### config.mk
export PLATFORM = sky130hd
export DESIGN_NAME = req_encoder_8to3
export DESIGN_NICKNAME = d
export VERILOG_FILES = /design/src/rtl/req_encoder_8to3.sv
export SDC_FILE = /design/constraint.sdc
export NUM_CORES = 1
export LEC_CHECK = 0
export CAP_MARGIN = 20
export CELL_PAD_IN_SITES_DETAIL_PLACEMENT = 0
export CELL_PAD_IN_SITES_GLOBAL_PLACEMENT = 1
export CORE_MARGIN = 10
export CORE_UTILIZATION = 40
export CTS_CLUSTER_SIZE = 20
export DETAILED_ROUTE_END_ITERATION = 8
export HOLD_SLACK_MARGIN = 0.03
export PLACE_DENSITY_LB_ADDON = 0.1
export SLEW_MARGIN = 40
export SYNTH_ARGS = -nofsm -noshare
export SYNTH_HDL_FRONTEND = slang
export SYNTH_SLANG_ARGS = --single-unit
### constraint.sdc
create_clock -name clk -period 10.95 [get_ports clk]
set_clock_uncertainty 0.2 [all_clocks]
set_input_delay 2.19 -clock clk [delete_from_list [all_inputs] [get_ports clk]]
set_output_delay 2.19 -clock clk [all_outputs]
set_load 0.01 [all_outputs]
### src/rtl/req_encoder_8to3.sv
// 8-to-3 request encoder: captures request strobes into a pending register and
// grants one index at a time on a valid/ready channel, round-robin or fixed priority.
//
// state | meaning
// IDLE  | no grant presented, out_valid=0
// HOLD  | out_idx presented with out_valid=1, waiting for out_ready
module req_encoder_8to3 #(
  parameter bit ROUND_ROBIN = 1'b1
) (
  input  logic       clk,
  input  logic       rst_n,
  input  logic [7:0] req,
  input  logic       clear,
  output logic [2:0] out_idx,
  output logic       out_valid,
  input  logic       out_ready,
  output logic [7:0] pending,
  output logic       overrun
);

  typedef enum logic {IDLE = 1'b0, HOLD = 1'b1} state_t;

  state_t     r_state, w_state_nxt;
  logic [7:0] r_pending, w_pending_nxt;
  logic [7:0] w_acc_mask, w_rem;
  logic [2:0] r_out_idx, w_out_idx_nxt;
  logic [2:0] r_rr_ptr, w_rr_ptr_nxt, w_rr_ptr_acc;
  logic       r_overrun, w_overrun_nxt;
  logic       w_accept;

  // First set bit scanning upward from ptr with wrap; fixed mode always scans from 0.
  function automatic logic [2:0] sel(input logic [7:0] vec, input logic [2:0] ptr);
    logic [2:0] base;
    logic [2:0] idx;
    sel  = 3'd0;
    base = ROUND_ROBIN ? ptr : 3'd0;
    for (int i = 7; i >= 0; i--) begin
      idx = base + 3'(i);
      if (vec[idx]) sel = idx;
    end
  endfunction

  always_comb begin
    w_accept      = (r_state == HOLD) && out_ready;
    w_acc_mask    = w_accept ? (8'd1 << r_out_idx) : 8'd0;
    w_rem         = r_pending & ~w_acc_mask;
    w_rr_ptr_acc  = r_out_idx + 3'd1;

    w_state_nxt   = r_state;
    w_out_idx_nxt = r_out_idx;
    w_rr_ptr_nxt  = r_rr_ptr;
    w_pending_nxt = w_rem | req;
    w_overrun_nxt = r_overrun | (|(req & w_rem));

    if (clear) begin
      w_state_nxt   = IDLE;
      w_rr_ptr_nxt  = 3'd0;
      w_pending_nxt = 8'd0;
      w_overrun_nxt = 1'b0;
    end else begin
      case (r_state)
        IDLE: begin
          if (|r_pending) begin
            w_out_idx_nxt = sel(r_pending, r_rr_ptr);
            w_state_nxt   = HOLD;
          end
        end
        HOLD: begin
          if (w_accept) begin
            w_rr_ptr_nxt = w_rr_ptr_acc;
            if (|w_rem) begin
              w_out_idx_nxt = sel(w_rem, w_rr_ptr_acc);
            end else begin
              w_state_nxt = IDLE;
            end
          end
        end
        default: w_state_nxt = IDLE;
      endcase
    end
  end

  always_ff @(posedge clk or negedge rst_n) begin
    if (!rst_n) begin
      r_state   <= IDLE;
      r_pending <= 8'd0;
      r_out_idx <= 3'd0;
      r_rr_ptr  <= 3'd0;
      r_overrun <= 1'b0;
    end else begin
      r_state   <= w_state_nxt;
      r_pending <= w_pending_nxt;
      r_out_idx <= w_out_idx_nxt;
      r_rr_ptr  <= w_rr_ptr_nxt;
      r_overrun <= w_overrun_nxt;
    end
  end

  assign out_idx   = r_out_idx;
  assign out_valid = (r_state == HOLD);
  assign pending   = r_pending;
  assign overrun   = r_overrun;

endmodule

== Word level (Yosys, flattened, before mapping) ==
Index checks and enable logic that the tools add are counted.
Word-level totals
  bits of input ports: 12
  output and inout port bits: 13
  register bits: 16
Cells by class
  $lt $le $gt $ge: 16
  shifts and indexed selects: 1
  mux-type cells: 63
  $add $sub $neg: 15
  eq/ne operators: 3
  reductions and logical operators: 8
  bitwise operators: 7
Operators with widths (count)
  $mux 3: 22
  $lt 3x4->1 const B: 16
  $bmux 1 s3: 16
  $add 3x3->3 const B: 8
  $reduce_or 8->1: 3
  $mux 1: 21
  $and 8x8->8: 2
  $mux 8: 2
  $add 3x2->3 const B: 4
  $add 3x1->3 const B: 3
  $not 8->8: 1
  $or 8x8->8: 1
  $shl 1x3->8 const A: 1
  $pmux 3 s2: 1
  $ne 2x1->1 const B: 2
  $reduce_and 4->1: 1
  $reduce_bool 2->1: 2
  $ne 2x2->1 const B: 1
  $not 1->1: 2
  $pmux 1 s2: 1
  $reduce_and 2->1: 1
  $logic_and 1x1->1: 1
  $or 1x1->1: 1

== Logic depth before layout (Yosys ltp) ==
  depth in word-level cells: 17
  gate-level depth with buffers: 14

== Least setup slack after synthesis ==
Ideal clock, no wire load.
  path kind: input port to flip-flop
  from: input out_ready
  to: register r_out_idx[0], in the netlist out_idx[0]
  stages on the path: 8
  data arrival time: 4313 ps
  setup slack: 6312 ps
  required time: 10625 ps
  path buffers: 1
  path through: buf_4 -> nand4_1 -> a32o_1 -> mux4_2 -> nand2b_1 -> a221o_1 -> a31oi_1 -> mux2_2
On the way
  word-level cells in the longest chain between the ends: 17
  elaborated cells between the ends (all ways): 35
  those cells by class: 2 x eq/ne; 28 x mux; 2 x bitwise; 3 x reduce/logical
Ends and longest elaborated chain
  start, declared: line 16  | input logic out_ready,
  $logic_and 1x1->1 *: line 44  | w_accept = (r_state == HOLD) && out_ready;
  $mux 8: line 45  | w_acc_mask = w_accept ? (8'd1 << r_out_idx) : 8'd0;
  $not 8->8: line 46  | w_rem = r_pending & ~w_acc_mask;
  $and 8x8->8: line 46
  $bmux 1 s3: line 39  | if (vec[idx]) sel = idx;
  $mux 1 (implied by the code): line 39
  $mux 3 (8 in a row): line 39
  $mux 3: line 71  | if (|w_rem) begin
  $mux 3: line 69  | if (w_accept) begin
  $pmux 3 s2: line 61  | case (r_state)
  end signal, assigned: line 93  | r_out_idx <= w_out_idx_nxt;
  end, declared: line 26  | logic [2:0] r_out_idx, w_out_idx_nxt;
Mark *: on every way between the ends. The rest lies on a longest branch, timed or not. The select of a mux whose other input is x is not followed.
A chain may end at the register's enable or synchronous reset.

== Worst setup path after layout ==
Ends and elaborated chain as after synthesis.

==> flow_metrics.py <==
metrics = {
    "die": {
        "num_rows": 30,
        "die_h_um": 103,
        "core_area_um2": 6720,
        "io_pins": 25,
        "start_util_pct": 40.6,
        "die_x_um": 103,
        "dieArea_um2": 10500,
    },
    "timing": {
        "slew_headroom_pct": 45.5,
        "layout_min_cycle_time_ns": 5.31,
        "rsz0062_at_grt": "no",
        "setup_viol": 0,
        "hold_viol_final": 0,
        "max_freq_mhz": 188,
        "worstMarginPinSlew_ns": 0.817,
        "post-route-period-util_pct": 48.5,
        "final.setup.tns_ns": 0,
        "slew_violations": 0,
    },
    "logic_synthesis": {
        "ys_types": 57,
        "yosys-top-cells-count": "a21oi_1 (24), nor2_1 (23), o21ai_0 (23)",
        "synth_area_um2": 2730,
        "synth_edf_count": 0,
        "synth_seq_cells": 16,
        "yosysSeqAreaShare_pct": 14.7,
        "syn_inst": 318,
        "synth.area.top_cells": "dfrtp_1 (15%), mux4_2 (7.4%), mux4_1 (6.7%), mux2i_1 (5.1%), a21oi_1 (4.4%)",
        "ys_async_sr_fraction_pct": 100,
        "avgSynthCellArea_um2": 8.58,
        "ys_warn_count": 0,
        "yosysTopAreaCellShare_pct": 14.7,
        "synth_top_cell_by_area": "dfrtp_1",
        "yosysMostFrequentCell": "a21oi_1",
        "synth_top_flop_cell": "dfrtp_1",
        "syn-num-nets": 339,
    },
    "clock_network": {
        "cts-resized-gates": 0,
        "postCtsSetupRepairBufs": 0,
        "holdBufCountCts": 0,
        "cts_tree": "yes",
        "cts_buffer_depth": 2,
        "h-tree-depth": 1,
        "numCtsBuffers": 3,
        "clock_sinks": 16,
        "clockRootBuffer": "clkbuf_8",
        "path_clk_slew_ns": 0.06,
        "clk_latency_ns": 0.25,
    },
    "critical_path": {
        "end_kind": "flop",
        "cp.required_ns": 10.89,
        "worst_setup_path_start_kind": "primary input",
        "path_max_fanout": 13,
        "critPathKind": "in -> reg",
        "arrival_ns": 5.26,
        "r2r_slack_ns": 6.68,
    },
    "placed_design": {
        "port-buffer-count": 24,
        "routabilityCongestion": 0.859,
        "place_hpwl_um": 6010,
        "place_area_um2": 2890,
        "place_inst": 395,
    },
    "final_layout": {
        "layout.nets": 341,
        "final_cells": 399,
        "stdcell_area_um2": 2940,
        "drive_gt1_share_pct": 10.0,
        "antenna-diode-count": 0,
        "area_growth_syn_to_layout_pct": 7.89,
    },
    "detailed_routing": {
        "drt_iter0_markers": 142,
        "drt-total-wl_um": 8100,
        "via_per_inst": 6.53,
        "ant_nets": 0,
        "vias": 2604,
        "wl_per_cell_um": 20.3,
        "firstDrtPassIters": 4,
        "remaining_drc_errors": 0,
    },
    "global_routing": {
        "grt_first_pass_wirelength_um": 13200,
        "grt_overflow": 0,
        "grt_pass1_vias": 2448,
        "antenna_found_initial": 0,
        "grt_max_degree": 30,
        "grtUsageTotal_pct": 15.6,
    },
    "power": {
        "leakagePower_uw": 0.00107,
        "total_power_uw": 828,
        "power.density_nw_per_um2": 281,
        "irDropWorstVdd_mv": 0.207,
    },
    "job": {
        "maxCapViolations": 0,
    },
    "outcome": {
        "status": "finished clean",
    },
    "worst_hold_path": {
        "hp-class": "reg -> reg",
    },
}
## cell type report
cell class | instances | area, um^2
timing repair buffer | 26 | 255
tap | 80 | 100
sequential | 16 | 402
clock buffer | 4 | 55.1
fill | 677 | 3780
multi-input combinational | 264 | 2100
inverter | 9 | 33.8
## routing by layer
metal	GRT usage, %	vias up	wire [um]
li1	-	1257	-
met1	19.7	1286	3530
met2	27.7	49	4220
met3	1.41	12	185
met4	3.90	0	170
met5	0	-	0
## layout by cell type, fill, tap and decap left out, types with 5 or more instances in the layout
cell / Yosys / layout
a21oi_1: 24 / 24
clkdlybuf4s50_1: 0 / 24
nor2_1: 23 / 23
o21ai_0: 23 / 23
nand2_1: 21 / 21
dfrtp_1: 16 / 15
mux2i_1: 14 / 14
nor2b_1: 10 / 10
nand3_1: 9 / 9
a31oi_1: 9 / 9
mux4_2: 9 / 9
ha_1: 9 / 9
inv_1: 8 / 8
a22oi_1: 8 / 8
nor3_1: 8 / 8
a221oi_1: 8 / 8
a32o_1: 7 / 7
mux4_1: 7 / 7
a32oi_1: 5 / 5
xnor2_1: 5 / 5
mux2_2: 5 / 5
## final timing paths
path,to,depth (start not counted),from
max,out_idx[0]$_DFFE_PN0P_,8,out_ready
min,overrun$_DFF_PN0_,2,overrun$_DFF_PN0_
min in group asynchronous,pending[2]$_DFF_PN0_,1,rst_n
min reg2reg,overrun$_DFF_PN0_,2,overrun$_DFF_PN0_
max in group asynchronous,out_valid$_DFF_PN0_,1,rst_n
max reg2reg,out_idx[1]$_DFFE_PN0P_,10,r_rr_ptr[1]$_DFFE_PN0P_
## power breakdown
part / total [uW] / internal, uW / leakage (uW) / switching [uW]
combinational: 673 / 290 / 0.000839 / 382
clock: 53.0 / 32.0 / 0.0000288 / 21.1
sequential: 102 / 68.6 / 0.000199 / 33.4
total: 828 / 391 / 0.00107 / 437
## registers in the layout (all words and copies together) (netlist names)
signal and flops:
overrun 1, r_rr_ptr 3, out_idx 3, pending 8, out_valid 1
## per-stage QoR
stage	hold WS (ns)	worst slack [ns]	utilization [%]
final	0.435	5.64	43.8
after global routing	0.472	5.49	43.8
after CTS	0.441	5.63	43.8
after detailed placement	0.426	5.36	43.0
after global placement	0.418	5.41	43.0
after floorplan	0.447	6.31	-
## cell families after synthesis
group	Yosys count	share of synthesized area (%)
muxes	39	23.0
buffers and inverters	38	8.44
AOI/OAI and AO/OA	114	29.2
and+or+nand+nor	93	17.6
xor gates and xnor gates	9	2.89
adders and majority gates	9	4.13
DFF	16	14.7
## worst max-delay path, stage by stage
cell	delay (ns)
clkdlybuf4s50_1	0.75
nand4_1	0.36
a32o_1	0.42
mux4_2	0.53
nand2b_1	0.17
a221o_1	0.30
a31oi_1	0.20
mux2_2	0.35
(Power assumes the default switching activity.)
